===== src/rtl/mips_pkg.sv =====
// Shared encodings for the multi-cycle MIPS32 core: opcodes, functs, sequencer
// states and the small ALU used in EXEC.
package mips_pkg;

    localparam logic [5:0] OP_RTYPE = 6'b000000;
    localparam logic [5:0] OP_J     = 6'b000010;
    localparam logic [5:0] OP_BEQ   = 6'b000100;
    localparam logic [5:0] OP_ADDI  = 6'b001000;
    localparam logic [5:0] OP_LW    = 6'b100011;
    localparam logic [5:0] OP_SW    = 6'b101011;

    localparam logic [5:0] FN_ADD = 6'b100000;
    localparam logic [5:0] FN_SUB = 6'b100010;
    localparam logic [5:0] FN_AND = 6'b100100;
    localparam logic [5:0] FN_OR  = 6'b100101;
    localparam logic [5:0] FN_SLT = 6'b101010;
    localparam logic [5:0] FN_JR  = 6'b001000;

    typedef enum logic [2:0] {FETCH, DECODE, EXEC, MEM, WB, HALT} state_e;

    typedef enum logic [2:0] {AluAdd, AluSub, AluAnd, AluOr, AluSlt} alu_op_e;

    function automatic alu_op_e funct_to_alu(input logic [5:0] funct);
        case (funct)
            FN_SUB:  return AluSub;
            FN_AND:  return AluAnd;
            FN_OR:   return AluOr;
            FN_SLT:  return AluSlt;
            default: return AluAdd;
        endcase
    endfunction

    // Wrapping arithmetic: add/sub behave as addu/subu.
    function automatic logic [31:0] alu_eval(input alu_op_e op, input logic [31:0] a,
                                             input logic [31:0] b);
        case (op)
            AluSub:  return a - b;
            AluAnd:  return a & b;
            AluOr:   return a | b;
            AluSlt:  return {31'b0, $signed(a) < $signed(b)};
            default: return a + b;
        endcase
    endfunction

    function automatic logic is_legal(input logic [5:0] op, input logic [5:0] funct);
        case (op)
            OP_RTYPE: return (funct == FN_ADD) || (funct == FN_SUB) || (funct == FN_AND) ||
                             (funct == FN_OR) || (funct == FN_SLT) || (funct == FN_JR);
            OP_J, OP_BEQ, OP_ADDI, OP_LW, OP_SW: return 1'b1;
            default: return 1'b0;
        endcase
    endfunction

endpackage


===== src/rtl/mips_regfile.sv =====
// 32x32 register file: two asynchronous read ports, one write port, $0 hardwired to zero.
module mips_regfile (
    input  logic        clock,
    input  logic        reset,
    input  logic [4:0]  raddr1,
    input  logic [4:0]  raddr2,
    output logic [31:0] rdata1,
    output logic [31:0] rdata2,
    input  logic        we,
    input  logic [4:0]  waddr,
    input  logic [31:0] wdata
);
    logic [31:0] regs [32];

    always_ff @(posedge clock or posedge reset) begin
        if (reset) begin
            for (int i = 0; i < 32; i++) regs[i] <= '0;
        end else if (we && (waddr != 5'd0)) begin
            regs[waddr] <= wdata;
        end
    end

    assign rdata1 = (raddr1 == 5'd0) ? 32'd0 : regs[raddr1];
    assign rdata2 = (raddr2 == 5'd0) ? 32'd0 : regs[raddr2];

endmodule


===== src/rtl/mips_multicycle_core.sv =====
// Multi-cycle MIPS32 core sharing one req/ack memory port between fetch and lw/sw,
// with clean halt, trap on illegal encodings / misaligned accesses, and a retire counter.
module mips_multicycle_core
    import mips_pkg::*;
#(
    parameter logic [31:0] RESET_PC    = 32'h0000_0000,
    parameter logic [5:0]  HALT_OPCODE = 6'b111111,
    parameter int unsigned CNT_W       = 32
) (
    input  logic             clock,
    input  logic             reset,
    output logic             mem_req,
    output logic             mem_we,
    output logic [31:0]      mem_addr,
    output logic [31:0]      mem_wdata,
    input  logic [31:0]      mem_rdata,
    input  logic             mem_ack,
    output logic             halted,
    output logic             trap,
    output logic [31:0]      pc_out,
    output logic [CNT_W-1:0] retired
);
    state_e           state_q, state_d;
    logic [31:0]      pc_q, pc_d, npc_q, npc_d, ir_q, ir_d;
    logic [31:0]      a_q, a_d, b_q, b_d, imm_q, imm_d;
    logic [31:0]      alu_q, alu_d, mdr_q, mdr_d;
    logic             trap_q, trap_d, retire;
    logic [CNT_W-1:0] retired_q, retired_d;

    logic [5:0]  op, funct;
    logic [4:0]  rs, rt, rd, rf_waddr;
    logic [31:0] rs_val, rt_val, ea, rf_wdata;
    logic        rf_we;

    assign op    = ir_q[31:26];
    assign rs    = ir_q[25:21];
    assign rt    = ir_q[20:16];
    assign rd    = ir_q[15:11];
    assign funct = ir_q[5:0];
    assign ea    = a_q + imm_q;

    assign rf_we    = (state_q == WB);
    assign rf_waddr = (op == OP_RTYPE) ? rd : rt;
    assign rf_wdata = (op == OP_LW) ? mdr_q : alu_q;

    mips_regfile u_regfile (
        .clock  (clock),
        .reset  (reset),
        .raddr1 (rs),
        .raddr2 (rt),
        .rdata1 (rs_val),
        .rdata2 (rt_val),
        .we     (rf_we),
        .waddr  (rf_waddr),
        .wdata  (rf_wdata)
    );

    always_ff @(posedge clock or posedge reset) begin
        if (reset) begin
            state_q   <= FETCH;
            pc_q      <= RESET_PC;
            npc_q     <= '0;
            ir_q      <= '0;
            a_q       <= '0;
            b_q       <= '0;
            imm_q     <= '0;
            alu_q     <= '0;
            mdr_q     <= '0;
            trap_q    <= 1'b0;
            retired_q <= '0;
        end else begin
            state_q   <= state_d;
            pc_q      <= pc_d;
            npc_q     <= npc_d;
            ir_q      <= ir_d;
            a_q       <= a_d;
            b_q       <= b_d;
            imm_q     <= imm_d;
            alu_q     <= alu_d;
            mdr_q     <= mdr_d;
            trap_q    <= trap_d;
            retired_q <= retired_d;
        end
    end

    always_comb begin
        state_d = state_q;
        pc_d    = pc_q;
        npc_d   = npc_q;
        ir_d    = ir_q;
        a_d     = a_q;
        b_d     = b_q;
        imm_d   = imm_q;
        alu_d   = alu_q;
        mdr_d   = mdr_q;
        trap_d  = trap_q;
        retire  = 1'b0;

        unique case (state_q)
            FETCH: begin
                if (mem_ack) begin
                    ir_d    = mem_rdata;
                    npc_d   = pc_q + 32'd4;
                    state_d = DECODE;
                end
            end
            DECODE: begin
                a_d   = rs_val;
                b_d   = rt_val;
                imm_d = {{16{ir_q[15]}}, ir_q[15:0]};
                // HALT_OPCODE wins even if it aliases a legal opcode.
                if (op == HALT_OPCODE) begin
                    state_d = HALT;
                end else if (!is_legal(op, funct)) begin
                    state_d = HALT;
                    trap_d  = 1'b1;
                end else begin
                    state_d = EXEC;
                end
            end
            EXEC: begin
                case (op)
                    OP_RTYPE: begin
                        if (funct == FN_JR) begin
                            pc_d    = a_q;
                            retire  = 1'b1;
                            state_d = FETCH;
                        end else begin
                            alu_d   = alu_eval(funct_to_alu(funct), a_q, b_q);
                            state_d = WB;
                        end
                    end
                    OP_ADDI: begin
                        alu_d   = ea;
                        state_d = WB;
                    end
                    OP_LW, OP_SW: begin
                        alu_d = ea;
                        if (ea[1:0] != 2'b00) begin
                            state_d = HALT;
                            trap_d  = 1'b1;
                        end else begin
                            state_d = MEM;
                        end
                    end
                    OP_BEQ: begin
                        pc_d    = (a_q == b_q) ? npc_q + {imm_q[29:0], 2'b00} : npc_q;
                        retire  = 1'b1;
                        state_d = FETCH;
                    end
                    OP_J: begin
                        pc_d    = {npc_q[31:28], ir_q[25:0], 2'b00};
                        retire  = 1'b1;
                        state_d = FETCH;
                    end
                    default: begin
                        state_d = HALT;
                        trap_d  = 1'b1;
                    end
                endcase
            end
            MEM: begin
                if (mem_ack) begin
                    if (op == OP_LW) begin
                        mdr_d   = mem_rdata;
                        state_d = WB;
                    end else begin
                        pc_d    = npc_q;
                        retire  = 1'b1;
                        state_d = FETCH;
                    end
                end
            end
            WB: begin
                pc_d    = npc_q;
                retire  = 1'b1;
                state_d = FETCH;
            end
            HALT: begin
                state_d = HALT;
            end
            default: begin
                state_d = HALT;
            end
        endcase

        retired_d = retire ? retired_q + CNT_W'(1) : retired_q;
    end

    // Reset gates the request combinationally so an in-flight access is dropped at once.
    assign mem_req   = ~reset & ((state_q == FETCH) | (state_q == MEM));
    assign mem_we    = mem_req & (state_q == MEM) & (op == OP_SW);
    assign mem_addr  = !mem_req ? 32'd0 : ((state_q == FETCH) ? pc_q : alu_q);
    assign mem_wdata = mem_we ? b_q : 32'd0;

    assign halted  = (state_q == HALT);
    assign trap    = trap_q;
    assign pc_out  = pc_q;
    assign retired = retired_q;

endmodule


===== config.mk =====
export PLATFORM = sky130hd
export DESIGN_NAME = mips_multicycle_core
export DESIGN_NICKNAME = d
export VERILOG_FILES = /design/src/rtl/mips_pkg.sv /design/src/rtl/mips_regfile.sv /design/src/rtl/mips_multicycle_core.sv
export SDC_FILE = /design/constraint.sdc
export NUM_CORES = 2
export LEC_CHECK = 0
export CAP_MARGIN = 10
export CORE_MARGIN = 5
export CORE_UTILIZATION = 56
export DETAILED_ROUTE_END_ITERATION = 8
export GPL_TIMING_DRIVEN = 0
export PLACE_DENSITY = 0.7
export SLEW_MARGIN = 20
export SYNTH_ARGS = -nofsm -noshare
export SYNTH_HDL_FRONTEND = slang
export SYNTH_SLANG_ARGS = --single-unit

===== constraint.sdc =====
create_clock -name clock -period 96 [get_ports clock]
set_input_delay 14.4 -clock clock [delete_from_list [all_inputs] [get_ports clock]]
set_output_delay 14.4 -clock clock [all_outputs]
set_load 0.02 [all_outputs]

==> summary.txt <==
Timing
  – Tmin final: between 30000 and 40000 ps
  – Max Transition Viols Final: 0
  – Skew final: roughly 45 ps
  – Slew @ Worst Pin: ~1400 ps
  – Slew HR: around 8.4%
  – Setup-failing EPs final: 0
  – Period utilization: ~34%
  – Setup ws final: 63610 ps
  – TNS Setup: 0 ps
  – Final Hold Vio Count: 0
  – Highest Clock Rate: 30.88 MHz
  – Unrepaired setup endpoints after global routing: false

Die
  – Initial core utilization: approximately 56%
  – Die width: about 370 um
  – Die Y: approximately 370 um
  – DIE AREA: between 100000 and 150000 sq um
  – Top Ports: between 150 and 200
  – Core area: approximately 130000 sq um
  – Row cnt: approximately 130

Final layout
  – Most frequent cells in the layout: dfrtp_1 (1299), a21oi_1 (926), nand2_1 (862)
  – Seq. cell area: around 33000 sq um
  – Final nets: between 7000 and 8000
  – Synth-to-Final Area Change: 13.56%
  – Multi-input logic area: about 37000 sq um
  – Commonest non-fill, non-tap cell in the layout: dfrtp_1
  – Layout cells sized above 1: ~12%
  – Fillers: between 10000 and 15000

Clock tree
  – H-Tree Depth: 4
  – Clk Latency, worst-skew pair: roughly 840 ps
  – Root Buffer: clkbuf_16
  – CTS max path bufs: 3
  – CTS Buf Count: 148
  – CTS clk-pin slew, worst paths: around 60 ps
  – Hold_buf cts: 0
  – Postcts setup bufs: 0
  – CTS tree: built
  – Clk sinks: 1300
  – Post-cts resize count: 0

Placement
  – Dpl ws: between 60000 and 70000 ps
  – I/O Buffers: approximately 170
  – RePlAce Congestion: 1.095
  – Post-DP HPWL: roughly 260000 um

Pwr
  – Peak VDD IR: between 0.00002 and 0.000025 V
  – Leak pwr: approximately 35 nW
  – Pwr Density: about 35 nW/um^2

Global route
  – Most used routing layer: met2
  – Met3 GRT Util: between 10% and 20%
  – Total track usage: between 40% and 50%
  – Largest net degree at the start of global routing: roughly 110
  – Initial antenna violation count: 35
  – GR Layer Usage met1: 57.48%
  – Vias in the first global route: between 60000 and 70000
  – GR Overflow Total: 0
  – Routing usage on met2: 69.50%
  – First-pass GRT wire length: around 460000 um

Critical path
  – CP Capture Type: output pin
  – Critical Setup Path Class: in -> out
  – Req. time, crit path: between 80000 and 90000 ps
  – CP Max Fanout: 78
  – CP startpoint kind: input pin
  – Critical Path AT: 17990 ps

Yosys
  – Post-Syn Nets: roughly 7600
  – Seq/Total Area, Yosys: roughly 45%
  – Synth top area cells: dfrtp_1 (45%), mux4_2 (12%), a21oi_1 (6.4%)
  – Cells after Synth: roughly 7400
  – Seq cells post-synth: 1300
  – Primary FF master, synth: dfrtp_1
  – Post-synthesis adder-cell area fraction: approximately 2.8%
  – Synth Area in Simple Gates: ~11%
  – Async S/R FF share, synth: 100.0%
  – Synth unique cells: 90
  – Warnings from Yosys: 0
  – Compound-Gate Fraction of Synth Area: between 10% and 20%
  – Largest family of logic cells by synthesized area: multiplexers
  – Number of synthesized flops with an enable pin: 0
  – Xor-xnor portion of the synthesized cell area: 1.325%
  – Avg Cell Area, Syn: 9.870 sq um
  – Mux cell area share after synthesis: 18.05%
  – Area share of the largest cell type after synthesis: between 40% and 50%
  – Synth Cell Area: 72710 sq um
  – Synth area leader: dfrtp_1

Routing
  – WL/cell: 34.40 um
  – Initial DRC count: 9752
  – Drt drc: 17
  – Total number of vias: between 60000 and 70000
  – Total iterations of the first detailed-routing run: 9
  – Vias per inst: around 6.9
  – Final wirelength: between 300000 and 400000 um
  – Post-route antenna net violation count: 0

Run status
  – Failing checks: DRC
  – Status: finished, violations left

Hold path
  – Worst hold path type: reg -> reg

Run
  – Max_cap viols: 0
-- state kept, by name, indices dropped and copies added (netlist names) --
register,count
u_regfile.regs,1024
a_q,32
alu_q,32
b_q,32
ir_q,32
mdr_q,32
npc_q,32
pc_out,32
retired,32
imm_q,16
state_q,3
trap,1
-- final timing paths --
kind,from,endpoint,slack [ps],cells past startpoint
max in group asynchronous,reset,u_regfile.regs[792],79310,7
worst max-delay path,reset,mem_wdata[31],63610,6
worst min register to register,u_regfile.regs[1008],u_regfile.regs[1008],480,1
worst min-delay path,u_regfile.regs[1008],u_regfile.regs[1008],480,1
min in group asynchronous,reset,pc_out[1],14060,2
worst max register to register,ir_q[17],b_q[6],90220,10
-- layer usage --
layer	vias to the layer above	part of all wire (%)
met5	-	0.053
met4	20	9.8
li1	27430	-
met2	4802	43
met1	33060	35
met3	1273	13
-- logic make-up (layout without fill, tap and decap cells) --
family	after synthesis	in the layout
AOI/OAI and AO/OA	2216	2216
and+or+nand+nor	1958	1958
DFF	1300	1300
muxes	822	822
buffers and inverters	799	1260
adders and majority gates	162	162
xor gates and xnor gates	110	110
other	0	27
-- worst max-delay path, stage by stage --
cell and delay (ps):
clkdlybuf4s50_1 510, inv_8 380, buf_16 390, nand4_1 780, nor3_1 740, clkdlybuf4s50_1 720
-- synthesized netlist by cell type, types with 15 or more instances --
cell,count
nand2_1,862
a221o_1,15
xor2_1,47
o22ai_1,163
nand3_1,49
inv_1,120
and3_1,20
o21ai_0,678
dfrtp_1,1300
o211ai_1,23
mux2i_1,319
nor2b_1,23
o32ai_1,15
ha_1,158
buf_2,79
clkbuf_1,545
a21oi_1,928
mux2_2,124
a31oi_1,23
a211oi_1,21
nor3_1,115
a21o_1,44
nand4_1,19
a221oi_1,29
buf_1,53
xnor2_1,63
and2_1,16
nand2b_1,31
o221ai_1,93
mux4_2,379
o21a_1,15
o21bai_1,23
nor2_1,746
o21ai_1,15
a222oi_1,22
-- area by class of cell --
| cell class | count | share of cell area [%] |
|---|---|---|
| Multi-Input combinational cell | 5268 | 45.05 |
| Tap cell | 1742 | 2.640 |
| Inverter | 121 | 0.5591 |
| Buffer | 678 | 3.274 |
| Clock buffer | 214 | 5.197 |
| Clock inverter | 54 | 1.065 |
| Timing Repair Buffer | 193 | 2.730 |
| Antenna cell | 27 | 0.08182 |
| Sequential cell | 1300 | 39.40 |
-- power by group --
part / switching, mW / internal [mW]
Sequential: 0.147 / 0.669
Combinational: 0.979 / 0.468
Clock: 0.257 / 0.350
-- per-stage QoR --
stage	std cells	total power, mW	cell area, sq um	utilization, %	hold slack (ps)
finish	9597	2.870	82570	63.85	479.7
global route	9572	2.936	82510	63.80	499.4
CTS	9569	2.784	82460	63.77	480.2
detailed placement	9301	2.181	77290	59.77	466.7
global placement	9274	2.150	76540	59.19	456.7
floorplan	7367	1.597	72710	-	445.1
No activity file was read; power rests on OpenSTA's default activity.
